`src/rtl/serv_mem_responder.sv`:
```
// Word-addressed on-chip memory answering serv ibus fetches and dbus loads/stores
// with WAIT_STATES wait cycles. Optional range checking: define SERV_MEM_RANGE_CHECK_EN.
//
// state | meaning
// IDLE  | no transaction; arbitrate dbus over ibus
// WAIT  | request captured, wait counter running
// ACK   | one-cycle ack to owner; read data out, store written
// TURN  | owner drops cyc; a pending request on the other bus may be captured
module serv_mem_responder #(
  parameter int DEPTH_LOG2  = 6,
  parameter int WAIT_STATES = 1
) (
  input  logic        clk,
  input  logic        i_rst_n,
  input  logic [31:0] i_ibus_adr,
  input  logic        i_ibus_cyc,
  output logic [31:0] o_ibus_rdt,
  output logic        o_ibus_ack,
  input  logic [31:0] i_dbus_adr,
  input  logic [31:0] i_dbus_dat,
  input  logic [3:0]  i_dbus_sel,
  input  logic        i_dbus_we,
  input  logic        i_dbus_cyc,
  output logic [31:0] o_dbus_rdt,
  output logic        o_dbus_ack,
  output logic        o_range_err
);

  localparam int DEPTH = 1 << DEPTH_LOG2;
  localparam logic [3:0] CNT_INIT = 4'(WAIT_STATES > 0 ? WAIT_STATES - 1 : 0);

  typedef enum logic [1:0] {
    S_IDLE = 2'd0,
    S_WAIT = 2'd1,
    S_ACK  = 2'd2,
    S_TURN = 2'd3
  } state_t;

  localparam state_t S_LAUNCH = (WAIT_STATES == 0) ? S_ACK : S_WAIT;

  state_t state, next_state;

  logic [31:0]           mem [DEPTH];
  logic [DEPTH_LOG2-1:0] cap_idx;
  logic [31:0]           cap_dat;
  logic [3:0]            cap_sel;
  logic                  cap_we;
  logic                  cap_oor;
  logic                  owner_d;
  logic [3:0]            wait_cnt;
  logic                  wait_done;
  logic [31:0]           ibus_rdt_q;
  logic [31:0]           dbus_rdt_q;
  logic [31:0]           rd_word;
  logic                  pick_d;
  logic                  pick_i;
  logic                  capture;
  logic                  owner_cyc;
  logic                  mem_we;
  logic                  ibus_oor;
  logic                  dbus_oor;
  logic [DEPTH_LOG2-1:0] ibus_idx;
  logic [DEPTH_LOG2-1:0] dbus_idx;
  logic                  unused_adr_bits;

  assign ibus_idx = i_ibus_adr[DEPTH_LOG2+1:2];
  assign dbus_idx = i_dbus_adr[DEPTH_LOG2+1:2];

`ifdef SERV_MEM_RANGE_CHECK_EN
  logic range_err_q;

  assign ibus_oor = |i_ibus_adr[31:DEPTH_LOG2+2];
  assign dbus_oor = |i_dbus_adr[31:DEPTH_LOG2+2];
  assign unused_adr_bits = ^{i_ibus_adr[1:0], i_dbus_adr[1:0]};

  always_ff @(posedge clk or negedge i_rst_n) begin
    if (!i_rst_n) begin
      range_err_q <= 1'b0;
    end else if (state == S_ACK && cap_oor) begin
      range_err_q <= 1'b1;
    end
  end

  assign o_range_err = range_err_q;
`else
  assign ibus_oor = 1'b0;
  assign dbus_oor = 1'b0;
  assign unused_adr_bits = ^{i_ibus_adr[31:DEPTH_LOG2+2], i_ibus_adr[1:0],
                             i_dbus_adr[31:DEPTH_LOG2+2], i_dbus_adr[1:0]};
  assign o_range_err = 1'b0;
`endif

  // In TURN only the bus that was not just served may be captured, so a held
  // ibus request follows a dbus ack without an extra IDLE cycle.
  always_comb begin
    pick_d = 1'b0;
    pick_i = 1'b0;
    case (state)
      S_IDLE: begin
        pick_d = i_dbus_cyc;
        pick_i = !i_dbus_cyc && i_ibus_cyc;
      end
      S_TURN: begin
        pick_d = !owner_d && i_dbus_cyc;
        pick_i = owner_d && i_ibus_cyc;
      end
      default: begin
        pick_d = 1'b0;
        pick_i = 1'b0;
      end
    endcase
  end

  assign capture   = pick_d | pick_i;
  assign owner_cyc = owner_d ? i_dbus_cyc : i_ibus_cyc;
  assign wait_done = (wait_cnt == 4'd0);

  always_ff @(posedge clk or negedge i_rst_n) begin
    if (!i_rst_n) begin
      state <= S_IDLE;
    end else begin
      state <= next_state;
    end
  end

  always_comb begin
    next_state = state;
    case (state)
      S_IDLE: begin
        if (capture) next_state = S_LAUNCH;
      end
      S_WAIT: begin
        if (!owner_cyc)     next_state = S_IDLE;
        else if (wait_done) next_state = S_ACK;
      end
      S_ACK:   next_state = S_TURN;
      S_TURN:  next_state = capture ? S_LAUNCH : S_IDLE;
      default: next_state = S_IDLE;
    endcase
  end

  always_comb begin
    o_ibus_ack = 1'b0;
    o_dbus_ack = 1'b0;
    o_ibus_rdt = ibus_rdt_q;
    o_dbus_rdt = dbus_rdt_q;
    if (state == S_ACK) begin
      if (owner_d) begin
        o_dbus_ack = 1'b1;
        if (!cap_we) o_dbus_rdt = rd_word;
      end else begin
        o_ibus_ack = 1'b1;
        o_ibus_rdt = rd_word;
      end
    end
  end

  always_ff @(posedge clk or negedge i_rst_n) begin
    if (!i_rst_n) begin
      cap_idx  <= '0;
      cap_dat  <= '0;
      cap_sel  <= '0;
      cap_we   <= 1'b0;
      cap_oor  <= 1'b0;
      owner_d  <= 1'b0;
      wait_cnt <= '0;
    end else if (capture) begin
      owner_d  <= pick_d;
      cap_idx  <= pick_d ? dbus_idx : ibus_idx;
      cap_oor  <= pick_d ? dbus_oor : ibus_oor;
      cap_dat  <= i_dbus_dat;
      cap_sel  <= i_dbus_sel;
      cap_we   <= pick_d & i_dbus_we;
      wait_cnt <= CNT_INIT;
    end else if (state == S_WAIT && !wait_done) begin
      wait_cnt <= wait_cnt - 4'd1;
    end
  end

  always_ff @(posedge clk or negedge i_rst_n) begin
    if (!i_rst_n) begin
      ibus_rdt_q <= '0;
      dbus_rdt_q <= '0;
    end else begin
      if (o_ibus_ack)            ibus_rdt_q <= rd_word;
      if (o_dbus_ack && !cap_we) dbus_rdt_q <= rd_word;
    end
  end

  assign rd_word = cap_oor ? 32'h0000_0000 : mem[cap_idx];
  assign mem_we  = (state == S_ACK) && owner_d && cap_we && !cap_oor;

  // Memory contents are deliberately left out of reset.
  always_ff @(posedge clk) begin
    if (mem_we) begin
      for (int b = 0; b < 4; b++) begin
        if (cap_sel[b]) mem[cap_idx][8*b +: 8] <= cap_dat[8*b +: 8];
      end
    end
  end

endmodule
```
`config.mk`:
```
export PLATFORM = sky130hd
export DESIGN_NAME = serv_mem_responder
export DESIGN_NICKNAME = d
export VERILOG_FILES = /design/src/rtl/serv_mem_responder.sv
export SDC_FILE = /design/constraint.sdc
export NUM_CORES = 2
export LEC_CHECK = 0
export CAP_MARGIN = 20
export CORE_ASPECT_RATIO = 0.8
export CORE_UTILIZATION = 40
export CTS_CLUSTER_DIAMETER = 80
export CTS_CLUSTER_SIZE = 25
export DETAILED_ROUTE_END_ITERATION = 6
export SYNTH_ARGS = -nofsm -noshare
export SYNTH_HDL_FRONTEND = slang
export SYNTH_SLANG_ARGS = --single-unit
```
`constraint.sdc`:
```
create_clock -name clk -period 3.5 [get_ports clk]
set_clock_uncertainty 0.15 [all_clocks]
set_input_delay 0.7 -clock clk [delete_from_list [all_inputs] [get_ports clk]]
set_output_delay 0.7 -clock clk [all_outputs]
set_load 0.005 [all_outputs]
```
==> report_table.html <==
<table>
<tr><th>Metric</th><th>Value</th></tr>
<tr><th colspan="2">Synthesis</th></tr>
<tr><td>Share of the synthesized area in the top cell type</td><td>between 70 and 80%</td></tr>
<tr><td>Total standard cell area after synthesis</td><td>about 85000 um^2</td></tr>
<tr><td>Most numerous cell in the Yosys netlist</td><td>sky130_fd_sc_hd__edfxtp_1</td></tr>
<tr><td>Leading post-synthesis cells by cell area</td><td>sky130_fd_sc_hd__edfxtp_1 72%, sky130_fd_sc_hd__dfrtp_1 3.3%, sky130_fd_sc_hd__a221oi_1 2.8%</td></tr>
<tr><td>Synthesized area divided by synthesized cell count</td><td>around 16 um^2</td></tr>
<tr><td>Post-synthesis cell type with the largest combined area</td><td>sky130_fd_sc_hd__edfxtp_1</td></tr>
<tr><td>Fraction of the yosys area taken by sequential cells</td><td>75.5%</td></tr>
<tr><td>Number of nets in the synthesized netlist</td><td>roughly 5300</td></tr>
<tr><td>Synthesized instance count</td><td>5203</td></tr>
<tr><td>Fraction of registers with async set/reset</td><td>between 5 and 6%</td></tr>
<tr><td>Number of enable flip-flop cells after synthesis</td><td>~2000</td></tr>
<tr><td>Synth top cells by count</td><td>2048 x sky130_fd_sc_hd__edfxtp_1, 312 x sky130_fd_sc_hd__nor2_1, 284 x sky130_fd_sc_hd__a22oi_1</td></tr>
<tr><td>Number of flip-flops and latches in the synthesized netlist</td><td>roughly 2200</td></tr>
<tr><td>Main synth FF type</td><td>sky130_fd_sc_hd__edfxtp_1</td></tr>
<tr><td>Warnings, synthesis</td><td>0</td></tr>
<tr><td>Unique cell type count in the Yosys netlist</td><td>70</td></tr>
<tr><th colspan="2">Route</th></tr>
<tr><td>First-pass iteration count of the detailed router</td><td>7</td></tr>
<tr><td>Vias per cell</td><td>between 6 and 7</td></tr>
<tr><td>Count of vias placed by the detailed router</td><td>between 50000 and 60000</td></tr>
<tr><td>Detail-routed net length per standard cell</td><td>32.8 um</td></tr>
<tr><td>Wirelength, routed</td><td>296 mm</td></tr>
<tr><td>Count of unresolved DRC violations after routing</td><td>78</td></tr>
<tr><td>Number of nets with antenna violations after detailed routing</td><td>0</td></tr>
<tr><td>1st-iter DRT viols</td><td>~8400</td></tr>
<tr><th colspan="2">Run status</th></tr>
<tr><td>Result of the run</td><td>finished, violations left</td></tr>
<tr><td>Violations in the final reports</td><td>DRC, setup timing</td></tr>
<tr><th colspan="2">Timing</th></tr>
<tr><td>Setup slack of the critical path after layout</td><td>-1.89 ns</td></tr>
<tr><td>Share of the clock period used by the worst path after layout</td><td>154%</td></tr>
<tr><td>Max transition margin</td><td>between 20 and 30%</td></tr>
<tr><td>Setup repair after global routing missed its margin</td><td>true</td></tr>
<tr><td>Worst Tran Pin Value</td><td>1.09 ns</td></tr>
<tr><td>Max-slew violation total from the final report</td><td>0</td></tr>
<tr><td>F_max</td><td>between 0.15 and 0.2 GHz</td></tr>
<tr><td>Final critical path time including I/O delays and setup</td><td>~5.4 ns</td></tr>
<tr><td>Hold violation total from the final report</td><td>0</td></tr>
<tr><td>Final setup fails</td><td>95</td></tr>
<tr><th colspan="2">Pwr</th></tr>
<tr><td>Cell internal pwr</td><td>56.2 mW</td></tr>
<tr><td>Switching pwr</td><td>about 35 mW</td></tr>
<tr><td>Sequential cell fraction of total power</td><td>between 30% and 40%</td></tr>
<tr><td>Leakage power</td><td>roughly 35 nW</td></tr>
<tr><td>Proportion of total power due to net switching</td><td>about two fifths</td></tr>
<tr><td>IR drop worst, VDD</td><td>0.738 mV</td></tr>
<tr><td>Portion of total power attributed to combinational logic</td><td>between 40% and 50%</td></tr>
<tr><td>P per Cell Area</td><td>about 900 nW/um^2</td></tr>
<tr><td>Clock power frac</td><td>around 15%</td></tr>
<tr><th colspan="2">Placed design</th></tr>
<tr><td>Count of port buffers added during placement</td><td>approximately 120</td></tr>
<tr><td>Cell Area, Placed</td><td>approximately 96000 um^2</td></tr>
<tr><td>Last weighted congestion value of the routability-driven placer</td><td>between 0.9 and 1</td></tr>
<tr><td>Post-DP HPWL</td><td>196 mm</td></tr>
<tr><th colspan="2">Clock tree</th></tr>
<tr><td>Number of buffers created by CTS</td><td>100</td></tr>
<tr><td>Worst-case clock buffer depth</td><td>3</td></tr>
<tr><td>Clock root cell</td><td>sky130_fd_sc_hd__clkbuf_16</td></tr>
<tr><td>Reg clk slew, reported paths</td><td>approximately 0.11 ns</td></tr>
<tr><td>Clock sink count</td><td>~2200</td></tr>
<tr><td>CTS H-tree depth</td><td>3</td></tr>
<tr><td>CTS tree</td><td>yes</td></tr>
<tr><td>Source-to-sink clock delay at the later pin of the worst-skew pair</td><td>around 0.8 ns</td></tr>
<tr><th colspan="2">Die</th></tr>
<tr><td>Die span in y</td><td>415 um</td></tr>
<tr><td>Row cnt</td><td>approximately 150</td></tr>
<tr><td>Floorplan core area</td><td>212000 um^2</td></tr>
<tr><td>Total Die Area</td><td>between 200000 and 250000 um^2</td></tr>
<tr><td>Ports</td><td>~170</td></tr>
<tr><td>Horizontal die dimension</td><td>between 500 and 600 um</td></tr>
<tr><td>Initial Utilization</td><td>a little over 40%</td></tr>
<tr><th colspan="2">Finish</th></tr>
<tr><td>Net count, final</td><td>just over 6000</td></tr>
<tr><td>P&amp;R area growth vs syn</td><td>22.6%</td></tr>
<tr><td>Finished Cell Area</td><td>~100000 um^2</td></tr>
<tr><td>Number of filler cells placed in the layout</td><td>~17000</td></tr>
<tr><td>Share of final-layout standard cells stronger than drive strength 1</td><td>a little under a third</td></tr>
<tr><td>Post-layout util</td><td>about half</td></tr>
<tr><th colspan="2">GRT</th></tr>
<tr><td>Number of antenna violations at the first check in global routing</td><td>14</td></tr>
<tr><td>Most heavily used metal layer in global routing</td><td>met1</td></tr>
<tr><td>Maximum number of pins on one net before global-route repair</td><td>88</td></tr>
<tr><td>Fraction of met1 tracks used by global routing</td><td>a little under 40%</td></tr>
<tr><td>Overflow after GRT</td><td>0</td></tr>
<tr><td>First-pass GRT wire length</td><td>407 mm</td></tr>
<tr><td>Overall Global Routing Usage</td><td>between 20% and 30%</td></tr>
<tr><td>Met2 Track Usage GR</td><td>37.6%</td></tr>
<tr><td>Via count of the first global-routing pass</td><td>between 50000 and 60000</td></tr>
<tr><td>Met3 Use GR</td><td>a little over 8%</td></tr>
<tr><th colspan="2">Worst hold path</th></tr>
<tr><td>Hold Crit Class</td><td>in -&gt; reg</td></tr>
<tr><th colspan="2">Setup path</th></tr>
<tr><td>WP data arrival</td><td>4.54 ns</td></tr>
<tr><td>Cell family with most CP delay</td><td>simple AND/OR/NAND/NOR gates</td></tr>
<tr><td>Element type at the critical path start</td><td>flip-flop</td></tr>
<tr><td>Worst setup path category</td><td>reg -&gt; out</td></tr>
<tr><td>Cells traversed along the worst timing path</td><td>buf_8 -&gt; bufbuf_16 -&gt; nand3_1 -&gt; a211oi_1 -&gt; a2111o_1 -&gt; or4_4 -&gt; nor4b_4 -&gt; clkbuf_16 -&gt; buf_6 -&gt; o21ai_2 -&gt; buf_2</td></tr>
<tr><td>Buffer and inverter count on the worst path</td><td>5</td></tr>
<tr><td>Slowest CP cell</td><td>sky130_fd_sc_hd__nor4b_4</td></tr>
<tr><td>Critical path required time</td><td>between 2 and 3 ns</td></tr>
<tr><td>Largest stage delay on the critical path</td><td>approximately 0.87 ns</td></tr>
<tr><td>Reg-to-reg slack, setup</td><td>-0.52 ns</td></tr>
<tr><td>Crit end category</td><td>output port</td></tr>
<tr><td>Critical path fanouts, max</td><td>22</td></tr>
<tr><th colspan="2">Run</th></tr>
<tr><td>Max-Cap Viols</td><td>0</td></tr>
</table>
-- per-stage QoR --
| step | TNS [ns] | power (mW) | instances | setup slack [ns] | hold slack, ns |
|---|---|---|---|---|---|
| CTS | -89.70 | 88.4 | 8943 | -1.75 | 0.268 |
| detailed placement | -65.82 | 69.3 | 8635 | -1.45 | 0.311 |
| global placement | -63.97 | 68.8 | 8635 | -1.49 | 0.302 |
| global route | -95.64 | 93.5 | 9002 | -1.92 | 0.315 |
| floorplan | 0 | 49.4 | 5203 | 0.227 | 0.254 |
| finish | -90.80 | 91.4 | 9005 | -1.89 | 0.309 |
-- worst paths after layout --
kind | start | to | depth (start not counted)
max | cap_idx[2]$_DFFE_PN0N_ | o_ibus_rdt[31] | 11
min | i_dbus_we | cap_we$_DFFE_PN0N_ | 3
max reg2reg | cap_idx[2]$_DFFE_PN0N_ | dbus_rdt_q[31]$_DFFE_PN0P_ | 11
min reg2reg | ibus_rdt_q[2]$_DFFE_PN0P_ | ibus_rdt_q[2]$_DFFE_PN0P_ | 2
max in group asynchronous | i_rst_n | cap_dat[18]$_DFFE_PN0N_ | 3
min in group asynchronous | i_rst_n | wait_cnt[1]$_DFFE_PN0P_ | 2
-- area by class of cell --
cell class | count | area [um^2] | share of cell area [%]
clock buffer | 145 | 2760 | 2.64
tap | 2830 | 3540 | 3.39
sequential | 2162 | 64400 | 61.6
inverter | 16 | 70.1 | 0.0670
antenna | 3 | 7.51 | 0.00718
clock inverter | 17 | 218 | 0.208
timing repair buffer | 1231 | 12400 | 11.9
multi-input combinational | 2601 | 21100 | 20.2
-- power by group through the flow --
stage	registers (mW)	clock network [mW]	logic, mW
4_1_cts	35.5	13.9	39.1
3_5_place_dp	36.1	0	33.3
5_1_grt	35.6	14.7	43.1
3_3_place_gp	35.9	0	32.9
6_report	35.4	13.8	42.2
2_1_floorplan	35.2	0	14.2
-- layout by cell type, fill, tap and decap left out, drive strengths merged, types with 21 or more instances in the layout --
cell,synthesis,routed
a22oi,284,284
inv,15,21
nand3b,128,128
and3,32,32
o22ai,109,109
nand2,210,210
a221oi,272,272
nor2,312,312
or3b,88,88
a2111oi,68,68
edfxtp,2048,2048
o32ai,23,23
clkbuf,219,180
mux2i,66,66
mux2,104,104
clkdlybuf4s50,0,56
buf,205,1119
nor3b,35,35
a22o,68,68
dfrtp,114,114
nor3,41,41
mux4,63,63
a21oi,161,161
o21ai,170,170
nand3,116,116
o2111ai,30,30
-- metal layers --
metal  part of all wire [%]  up-vias
li1                       -    22900
met1                     40    28800
met5                  0.024        -
met4                    4.4       12
met2                     42     3840
met3                     15      544
-- logic make-up (layout without fill, tap and decap cells) --
| group | Yosys count | in the layout | synth area share [%] |
|---|---|---|---|
| simple gates | 1055 | 1055 | 6.66 |
| xor+xnor | 3 | 3 | 0.0308 |
| mux | 233 | 233 | 3.81 |
| buf+inv | 440 | 1409 | 2.38 |
| fa+ha+maj | 7 | 7 | 0.103 |
| flops | 2162 | 2162 | 75.5 |
| compound gates | 1302 | 1302 | 11.5 |
| other cells | 1 | 4 | 0.00440 |
-- worst min-delay path, delay by kind of cell --
kind | cells | cell delay (ns)
buffers and inverters | 2 | 0.46
AO/OA/AOI/OAI | 1 | 0.06
-- state kept, by name, indices dropped and copies added, names as in the netlist, named ones only --
signal,flops
cap_dat,32
cap_idx,6
cap_sel,4
cap_we,1
dbus_rdt_q,32
ibus_rdt_q,32
mem,2048
owner_d,1
state,1
wait_cnt,4
-- repair_timing --
item                                    in CTS  in global routing
endpoints found under the setup margin      83                 83
buffers inserted                           121                 58
hold endpoints to repair                    68                  0
hold buffers                                 1                  0
resized for setup                          588                248
pin swaps                                  107                121
gates cloned                                27                  9
Note: power is estimated with default switching activity, not from simulation.
